===== src/rtl/mult_div_unit.sv =====
// rtl/mult_div_unit.sv - multicycle signed/unsigned multiply/divide unit feeding HI/LO
// Ports: clk; reset (async, active-high); start/op/a/b request, accepted only while idle;
//        busy while an operation runs; done one-cycle result pulse; div0 one-cycle
//        divide-by-zero pulse alongside done; hi/lo result (MULT: product halves,
//        DIV: remainder/quotient), held until the next completed operation.
module mult_div_unit #(
    parameter int WIDTH = 32,
    parameter int CNT_W = 6
) (
    input  logic             clk,
    input  logic             reset,
    input  logic             start,
    input  logic [1:0]       op,
    input  logic [WIDTH-1:0] a,
    input  logic [WIDTH-1:0] b,
    output logic             busy,
    output logic             done,
    output logic             div0,
    output logic [WIDTH-1:0] hi,
    output logic [WIDTH-1:0] lo
);

    typedef enum logic [1:0] {IDLE, CALC, FIX} state_t;

    state_t             state;
    logic               is_div;
    logic               neg_lo;     // sign of product (MULT) or quotient (DIV)
    logic               neg_hi;     // sign of remainder (DIV only): follows the dividend
    logic [WIDTH-1:0]   mag_b;
    logic [2*WIDTH-1:0] acc;        // MULT: {partial product, multiplier}; DIV: {remainder, quotient}
    logic [CNT_W-1:0]   count;

    // Operand magnitudes; op[0]=0 selects the signed variants
    logic             a_neg, b_neg;
    logic [WIDTH-1:0] a_mag, b_mag;

    assign a_neg = ~op[0] & a[WIDTH-1];
    assign b_neg = ~op[0] & b[WIDTH-1];
    assign a_mag = a_neg ? -a : a;
    assign b_mag = b_neg ? -b : b;

    // Shift-add step: add multiplicand to the upper half when the current multiplier
    // bit is set, then shift the whole accumulator right, keeping the carry.
    logic [WIDTH:0]     mul_sum;
    logic [2*WIDTH-1:0] mul_next;

    assign mul_sum  = {1'b0, acc[2*WIDTH-1:WIDTH]} + {1'b0, {WIDTH{acc[0]}} & mag_b};
    assign mul_next = {mul_sum, acc[WIDTH-1:1]};

    // Restoring step: shift the next dividend bit into the remainder and try to
    // subtract; the top bit of the extended difference is the borrow.
    logic [WIDTH+1:0]   div_diff;
    logic [2*WIDTH-1:0] div_next;

    assign div_diff = {1'b0, acc[2*WIDTH-1:WIDTH-1]} - {2'b00, mag_b};
    assign div_next = div_diff[WIDTH+1] ? {acc[2*WIDTH-2:0], 1'b0}
                                        : {div_diff[WIDTH-1:0], acc[WIDTH-2:0], 1'b1};

    // Sign fix-up applied once at the end
    logic [2*WIDTH-1:0] prod_fix;
    logic [WIDTH-1:0]   quo_fix, rem_fix;

    assign prod_fix = neg_lo ? -acc : acc;
    assign quo_fix  = neg_lo ? -acc[WIDTH-1:0] : acc[WIDTH-1:0];
    assign rem_fix  = neg_hi ? -acc[2*WIDTH-1:WIDTH] : acc[2*WIDTH-1:WIDTH];

    assign busy = (state != IDLE);

    always_ff @(posedge clk or posedge reset) begin
        if (reset) begin
            state  <= IDLE;
            done   <= 1'b0;
            div0   <= 1'b0;
            hi     <= '0;
            lo     <= '0;
            is_div <= 1'b0;
            neg_lo <= 1'b0;
            neg_hi <= 1'b0;
            mag_b  <= '0;
            acc    <= '0;
            count  <= '0;
        end else begin
            done <= 1'b0;
            div0 <= 1'b0;
            case (state)
                IDLE: begin
                    if (start) begin
                        if (op[1] && (b == '0)) begin
                            // Divide by zero: flag immediately, leave hi/lo untouched
                            done <= 1'b1;
                            div0 <= 1'b1;
                        end else begin
                            is_div <= op[1];
                            mag_b  <= b_mag;
                            acc    <= {{WIDTH{1'b0}}, a_mag};
                            neg_lo <= a_neg ^ b_neg;
                            neg_hi <= a_neg;
                            count  <= CNT_W'(WIDTH);
                            state  <= CALC;
                        end
                    end
                end
                CALC: begin
                    acc   <= is_div ? div_next : mul_next;
                    count <= count - 1'b1;
                    if (count == CNT_W'(1)) begin
                        state <= FIX;
                    end
                end
                FIX: begin
                    if (is_div) begin
                        hi <= rem_fix;
                        lo <= quo_fix;
                    end else begin
                        hi <= prod_fix[2*WIDTH-1:WIDTH];
                        lo <= prod_fix[WIDTH-1:0];
                    end
                    done  <= 1'b1;
                    state <= IDLE;
                end
                default: state <= IDLE;
            endcase
        end
    end

endmodule


===== config.mk =====
export PLATFORM = sky130hd
export DESIGN_NAME = mult_div_unit
export DESIGN_NICKNAME = d
export VERILOG_FILES = /design/src/rtl/mult_div_unit.sv
export SDC_FILE = /design/constraint.sdc
export NUM_CORES = 1
export LEC_CHECK = 0
export CAP_MARGIN = 20
export CORE_UTILIZATION = 31
export DETAILED_ROUTE_END_ITERATION = 6
export PLACE_DENSITY = 0.54
export SETUP_SLACK_MARGIN = 0.5
export SKIP_LAST_GASP = 1
export SYNTH_ARGS = -nofsm -noshare
export SYNTH_HDL_FRONTEND = slang
export SYNTH_SLANG_ARGS = --single-unit

===== constraint.sdc =====
create_clock -name clk -period 5.7 [get_ports clk]
set_clock_uncertainty 0.05 [all_clocks]
set_input_delay 1.14 -clock clk [delete_from_list [all_inputs] [get_ports clk]]
set_output_delay 1.14 -clock clk [all_outputs]
set_load 0.02 [all_outputs]

# == After elaboration in Yosys (flattened, before gate mapping) ==
# Cells that the tools add are included.
# totals
reg_bits,173
out_inout_bits,67
wordCells,62
# op_classes
bitwise,6
reduce_logical,8
mux,23
n_addsub,8
n_eq_ne,6
# ops
cell,n
64-bit 2-to-1 mux,5
32-bit 2-to-1 mux,6
32-bit negation,4
64-bit one-hot mux with 2 select lines,1
64-bit negation,1
33-bit by 32-bit subtractor with 34-bit output,1
32-bit by 32-bit adder with 33-bit output,1
32-bit AND,1
32-bit zero test,1
6-bit 2-to-1 mux,2
6-bit one-hot mux with 2 select lines,1
3-bit AND reduction,3
6-bit by 1-bit equality test with 1-bit output (second input constant),1
2-bit 2-to-1 mux,3
2-bit != test (second input constant),3
6-bit by 1-bit subtractor with 6-bit output (second input constant),1
2-bit one-hot mux with 2 select lines,1
2-bit nonzero test,2
1-bit 2-to-1 mux,3
1-bit AND,2
2-bit by 1-bit equality test with 1-bit output (second input constant),1
2-bit equality test (second input constant),1
2-bit zero test,1
1-bit NOT,2
3 further kinds,3

# == Longest topological paths before layout ==
# Gate-level depths: netlist of run 1.
# logic_depth
ltp_word,6
ltp_mapped,15
ltp_nobuf,14

# == Worst setup path before layout of run 1 ==
# Ideal clock, no wire load.
# synth_path
path_type,input port to flip-flop
from,input port a[9]
to,register acc[30]
path_buffers,0
arrival_time_ns,3.356
required_time_ns,5.522
path_slack_ns,2.166
setup_ns,0.128
path_stages,9
cell_sequence,or4_4 > or3_1 > nor4_1 > a21oi_1 > a21oi_1 > o21ai_0 > xor2_1 > a21oi_1 > o21ai_0
# synth_via
elab_chain_cells,5
# synth_rtl
element,line_no,source
start: declaration,14,"input logic [WIDTH-1:0] a,"
32-bit negation,39,assign a_mag = a_neg ? -a : a;
32-bit 2-to-1 mux,39,
64-bit 2-to-1 mux,88,if (op[1] && (b == '0)) begin
64-bit 2-to-1 mux,87,if (start) begin
64-bit one-hot mux with 2 select lines,85,case (state)
end signal: assignment,95,"acc <= {{WIDTH{1'b0}}, a_mag};"
end signal: assignment,104,acc <= is_div ? div_next : mul_next;
end: declaration,30,logic [2*WIDTH-1:0] acc;
# Every way passes these cells. The select of a mux whose other input is x is not followed.
# A chain may end at the register's enable or synchronous reset.

# == Final worst setup path of run 1 ==
# layout_path
from,register acc[0]
to,register acc[61]
# layout_via
elab_chain_cells,4
# layout_rtl
element,line_no,source
32-bit AND,47,"assign mul_sum = {1'b0, acc[2*WIDTH-1:WIDTH]} + {1'b0, {WIDTH{acc[0]}} & mag_b};"
32-bit by 32-bit adder with 33-bit output,47,
64-bit 2-to-1 mux,104,
64-bit one-hot mux with 2 select lines,85,
# Every way passes these cells.

==> results.toml, run 1 <==
[setup_path]
r2r_slack_ns = 1.39
crit_type = "reg -> reg"
max_stage_delay_ns = 0.61
path_cells = "clkinv_1, buf_4, nor2_1, ha_1, a21oi_1, o311ai_0, a31o_2, a22oi_1, nand2_1, a221oi_1, nor3_1, o31ai_1, o211ai_1"
crit_buf_inv = 2
crit_fanout = 26
arrival_ns = 4.56
r2r_cells = 13
crit_path_top_delay_cell = "a221oi_1"
cp-startpoint = "acc[0]$_DFFE_PP0P_"
r2r-start = "acc[0]$_DFFE_PP0P_"
cpLargestDelayFamily = "compound AO/OA/AOI/OAI gates"
crit_required_ns = 5.95
cp_num_cells = 13
reg2reg_to = "acc[61]$_DFFE_PP0P_"
start_kind = "register"
worstSetupEndpointType = "register"

[cts]
clk_pin_slew_ns = 0.07
post_cts_resized = 0
hold_buffers = 0
clk_latency_ns = 0.46
clock-root-buffer = "clkbuf_16"
cts_inserted_buffers = 17
postCtsSetupBuffers = 0
cts_tree = "done"
cts_max_path_buffers = 2
htreeDepth = 4
clkSinkCount = 173

[yosys]
synth_nets = 1813
synth_most_common_cell = "nand2_1"
ys_async_sr_fraction = 1.00
syn_inst = 1672
ys_top_cells_by_area = "dfrtp_1 32%, o21ai_0 7.6%, xnor2_1 6.7%, ha_1 6.4%, nand2_1 6.4%"
yosysTopAreaCellShare = 0.318
avgSynthCellArea_um2 = 8.15
syn-cell-area_um2 = 13600
yosysUniqueCellTypes = 81
synth_edf_count = 0
synth_ff_type = "dfrtp_1"
synth-seq-cells = 173
ys_warn_count = 0
yosysSeqAreaShare = 0.318
yosysTopAreaCell = "dfrtp_1"
yosys-top-cells-count = "233 x nand2_1, 206 x o21ai_0, 173 x dfrtp_1, 111 x nor2_1, 104 x xnor2_1"

[floorplan]
rows = 76
core_um2 = 43300
io_pins = 136
dieArea_um2 = 44800
die_y_um = 212
die-width_um = 212
start_util = 0.315

[finish]
layoutNonFillerInstCount = 2353
synthToLayoutAreaGrowth_pct = 18.8
multi_input_area_um2 = 8720
register_area_um2 = 4330
final_layout_size_suffix_gt1_frac = 0.0509
fin_nets = 1896
utilization = 0.374
final_area_um2 = 16200
n_fill_cell = 4475

[placed_design]
numPlacedInstances = 2320
place_area_um2 = 15600
pre_cts_ws_ns = 0.929
place_congestion = 0.898
dp_hpwl_um = 32200
port_buffers = 135

[sta]
final.period_utilization = 0.756
slew_headroom = 0.284
hold_violations = 0
final.setup.worst_slack_ns = 1.39
rsz0062_at_grt = "no"
max_freq_ghz = 0.232
drv_slew = 0
tightest_slew_ns = 1.07
setup-tns-final_ns = 0
min_period_ns = 4.31
finalSetupViolCount = 0
hold_slack_ns = 0.428

[worst_hold_path]
hold_start = "hi[19]$_DFFE_PP0P_"
hold_depth = 2
min_to = "hi[19]$_DFFE_PP0P_"
hold_class = "reg -> reg"

[run_status]
run_status = "completed"

[drt]
viasPerCell = 5.21
wl_per_cell_um = 17.8
drt_wl_total_um = 41900
dr.pass1.iters = 5
drc = 0
first_iter_violations = 791
drtAntennaViolNets = 0
num_vias = 12300

[pwr]
p_leak_nw = 6.83
power_mw = 10.3
peakVddDrop_v = 0.000244
power.density_nw_per_um2 = 637

[global_routing]
grt_pass1_vias = 11800
grt_start_max_net_pins = 128
grt_remaining_overflow = 0
grt.total_usage = 0.190
antenna_found_initial = 1
grt_pass1_wl_um = 66400

[flow_run]
max-cap-violations = 0
worst max path at each step:
stage / slack [ns] / to
final: 1.39 / acc[61]$_DFFE_PP0P_
after global routing: 1.06 / acc[61]$_DFFE_PP0P_
after CTS: 1.38 / acc[61]$_DFFE_PP0P_
after detailed placement: 0.93 / acc[31]$_DFFE_PP0P_
after global placement: 1.02 / count[5]$_DFFE_PP0P_
after floorplan: 2.17 / acc[30]$_DFFE_PP0P_
state kept, by name, summed over array words and instances (netlist names):
| register | cells |
|---|---|
| acc | 64 |
| hi | 32 |
| lo | 32 |
| mag_b | 32 |
| count | 6 |
| state | 2 |
| div0 | 1 |
| done | 1 |
| is_div | 1 |
| neg_hi | 1 |
| neg_lo | 1 |
kinds of logic after synthesis:
group / count (synthesis) / synth area share
DFF: 173 / 0.318
muxes: 55 / 0.0404
buffers and inverters: 156 / 0.0467
AOI/OAI and AO/OA: 536 / 0.241
and+or+nand+nor: 505 / 0.175
adders and majority gates: 72 / 0.0672
xor gates and xnor gates: 175 / 0.112
power by group:
part | internal (mW) | switching [mW] | leakage (nW)
Clock | 0.652 | 0.562 | 0.286
Combinational | 2.78 | 3.83 | 4.44
Sequential | 1.73 | 0.755 | 2.10
Total | 5.16 | 5.15 | 6.83
placed cells by master (no fill, tap or decap), types with 5 or more instances in the layout:
cell type,netlist,routed
and2_1,11,11
nand2_1,233,232
a22oi_1,23,23
o21ai_0,206,206
nor4_1,13,13
nor3_1,24,24
mux2i_1,55,55
xnor2_1,104,104
or3_1,12,12
o31ai_1,23,23
a21oi_1,102,102
o21a_1,9,9
nand4_1,6,6
clkbuf_16,0,17
nor2b_1,13,13
a31oi_1,15,13
a21boi_0,6,6
o41ai_1,9,9
ha_1,70,70
nand2b_1,12,12
a21o_1,39,39
o21ai_1,29,29
or4_1,13,13
dfrtp_1,173,172
xor2_1,71,71
inv_1,63,62
buf_12,0,5
nand3_1,19,19
o31a_1,5,5
and3_1,6,6
nor2_1,111,109
clkdlybuf4s50_1,0,135
buf_4,7,15
o211ai_1,6,6
a211oi_1,8,7
o21bai_1,16,16
worst register-to-register path, stage by stage (launching register included):
cell and delay (ns):
dfrtp_1 0.55, clkinv_1 0.50, buf_4 0.41, nor2_1 0.15
ha_1 0.30, a21oi_1 0.18, o311ai_0 0.17, a31o_2 0.29
a22oi_1 0.25, nand2_1 0.19, a221oi_1 0.61, nor3_1 0.12
o31ai_1 0.28, o211ai_1 0.12
routing by layer:
layer	global-route usage	vias up	share of wire
met5	0	-	0
met2	0.272	367	0.41
met4	0.0650	0	0.022
met3	0.0246	55	0.052
met1	0.288	5749	0.51
li1	-	6099	-
final cells by class:
type	count	area share
multi-input combinational	1343	0.538
sequential	173	0.268
timing repair buffer	156	0.0975
tap	585	0.0452
clock buffer	17	0.0263
inverter	64	0.0151
clock inverter	14	0.00982
antenna	1	0.000155
(Power assumes the default switching activity.)
==> run 2, diff against run 1 <==
Clock period 5.7 ns to 3.9 ns, I/O delays scaled along.
==> results.toml, run 2 (synthesized netlist as in run 1, its figures left out) <==
[global_routing]
grt_start_max_net_pins = 79
grt.total_usage = 0.203
antenna_found_initial = 0
grt_remaining_overflow = 0
grt_pass1_vias = 12300
grt_pass1_wl_um = 69900

[finish]
synthToLayoutAreaGrowth_pct = 30.8
fin_nets = 2055
top_register = "acc"
layout_commonest_cell = "nand2_1"
mostFrequentLayoutCells = "230 x nand2_1, 200 x o21ai_0, 171 x dfrtp_1"
diodes = 0
final_layout_size_suffix_gt1_frac = 0.152
layoutNonFillerInstCount = 2511
largest_reg_flops = 64

[setup_path]
crit_fanout = 3
max_stage_delay_ns = 0.50
crit_required_ns = 4.20
start_kind = "register"
path_cells = "ha_4, inv_2, fa_2, a21oi_2, nor2b_2, a311oi_2, buf_4, o31ai_4, a31oi_4, or3_4, o21ai_4, mux2i_1, or4_1, a32o_1"
crit_type = "reg -> reg"
crit_path_top_delay_cell = "or4_1"
worstSetupEndpointType = "register"
arrival_ns = 3.86

[floorplan]
start_util = 0.315
dieArea_um2 = 44800
die_y_um = 212
io_pins = 136
die-width_um = 212
rows = 76
core_um2 = 43300

[sta]
rsz0062_at_grt = "yes"
hold_slack_ns = 0.430
setup-tns-final_ns = 0
finalSetupViolCount = 0
final.setup.worst_slack_ns = 0.340
hold_violations = 0
final.period_utilization = 0.913
slew_headroom = 0.298
drv_slew = 0
min_period_ns = 3.56
max_freq_ghz = 0.281
tightest_slew_ns = 1.05

[drt]
top_layer_used = "met4"
num_vias = 13100
wl_met2_um = 19000
viasPerCell = 5.21
wl_per_cell_um = 18.1
dr.pass1.iters = 5
drc = 0
drt_wl_total_um = 45600
drtAntennaViolNets = 0
dr_wl_met3_um = 2760
first_iter_violations = 1042
met1Wirelength_um = 22900

[pwr]
p_seq_frac = 0.195
peakVddDrop_v = 0.000368
power.internal_mw = 8.89
switching_share = 0.483
p_leak_nw = 7.77
p_sw_mw = 8.29
power.density_nw_per_um2 = 963
pwr-share-comb = 0.700
clkPwrFrac = 0.104

[cts]
cts_inserted_buffers = 17
clkSinkCount = 173
clk_latency_ns = 0.47
cts_max_path_buffers = 2
cts_tree = "done"
htreeDepth = 4
hold_buffers = 0
clock-root-buffer = "clkbuf_16"
clk_pin_slew_ns = 0.08

[worst_hold_path]
hold_class = "reg -> reg"

[placed_design]
pre_cts_ws_ns = 0.0369
place_congestion = 0.921
dp_hpwl_um = 35400
numPlacedInstances = 2461
port_buffers = 135

[flow_run]
max-cap-violations = 0

[run_status]
run_status = "completed"
## run 2: worst paths after layout
| kind | startpoint | end | slack, ns | cells after the start |
|---|---|---|---|---|
| min | mag_b[21]$_DFFE_PP0P_ | mag_b[21]$_DFFE_PP0P_ | 0.43 | 2 |
| min in group asynchronous | reset | hi[6]$_DFFE_PP0P_ | 0.56 | 2 |
| min reg2reg | mag_b[21]$_DFFE_PP0P_ | mag_b[21]$_DFFE_PP0P_ | 0.43 | 2 |
| max reg2reg | mag_b[0]$_DFFE_PP0P_ | acc[62]$_DFFE_PP0P_ | 0.34 | 14 |
| max | mag_b[0]$_DFFE_PP0P_ | acc[62]$_DFFE_PP0P_ | 0.34 | 14 |
| max in group asynchronous | reset | is_div$_DFFE_PP0P_ | 2.46 | 3 |
## run 2: cell type report
type | count | area, um^2
well taps | 585 | 732
fillers | 4359 | 25400
multi-input cells | 1343 | 8980
clock inverters | 13 | 151
repair buffers | 315 | 2950
flip-flops and latches | 173 | 4330
clock buffers | 18 | 439
inverters | 64 | 244
## run 2: routing by layer
| layer | vias up | global-route usage |
|---|---|---|
| li1 | 6436 | - |
| met1 | 6185 | 0.308 |
| met2 | 408 | 0.289 |
| met3 | 50 | 0.0291 |
| met4 | 0 | 0.0652 |
| met5 | - | 0 |
## run 2: power groups by stage
stage / logic, mW / clock network (mW) / registers [mW]
finish: 12.0 / 1.79 / 3.36
global route: 13.1 / 1.89 / 3.46
CTS: 11.5 / 1.83 / 3.33
detailed placement: 11.3 / 0 / 3.36
global placement: 11.2 / 0 / 3.36
floorplan: 7.15 / 0 / 3.28
## run 2: stage by stage
stage / utilization / area [um^2] / power [mW]
floorplan: - / 13600 / 10.4
global placement: 0.387 / 16700 / 14.5
detailed placement: 0.387 / 16700 / 14.7
CTS: 0.403 / 17400 / 16.7
global route: 0.412 / 17800 / 18.5
finish: 0.412 / 17800 / 17.2
## run 2: worst max-delay path, delay by kind of cell (launching register included)
kind / cells / cell delay, ns
adder cells (fa/ha/maj): 2 / 0.39
multiplexers: 1 / 0.10
buffers and inverters: 2 / 0.22
AO/OA/AOI/OAI: 6 / 1.11
flip-flops: 1 / 0.46
AND/OR/NAND/NOR: 3 / 1.10
## run 2: what timing repair did
action	in CTS	in global routing
gates cloned	0	3
setup endpoints to repair	11	79
resized for setup	25	54
buffers inserted	3	13
pin swaps	12	37
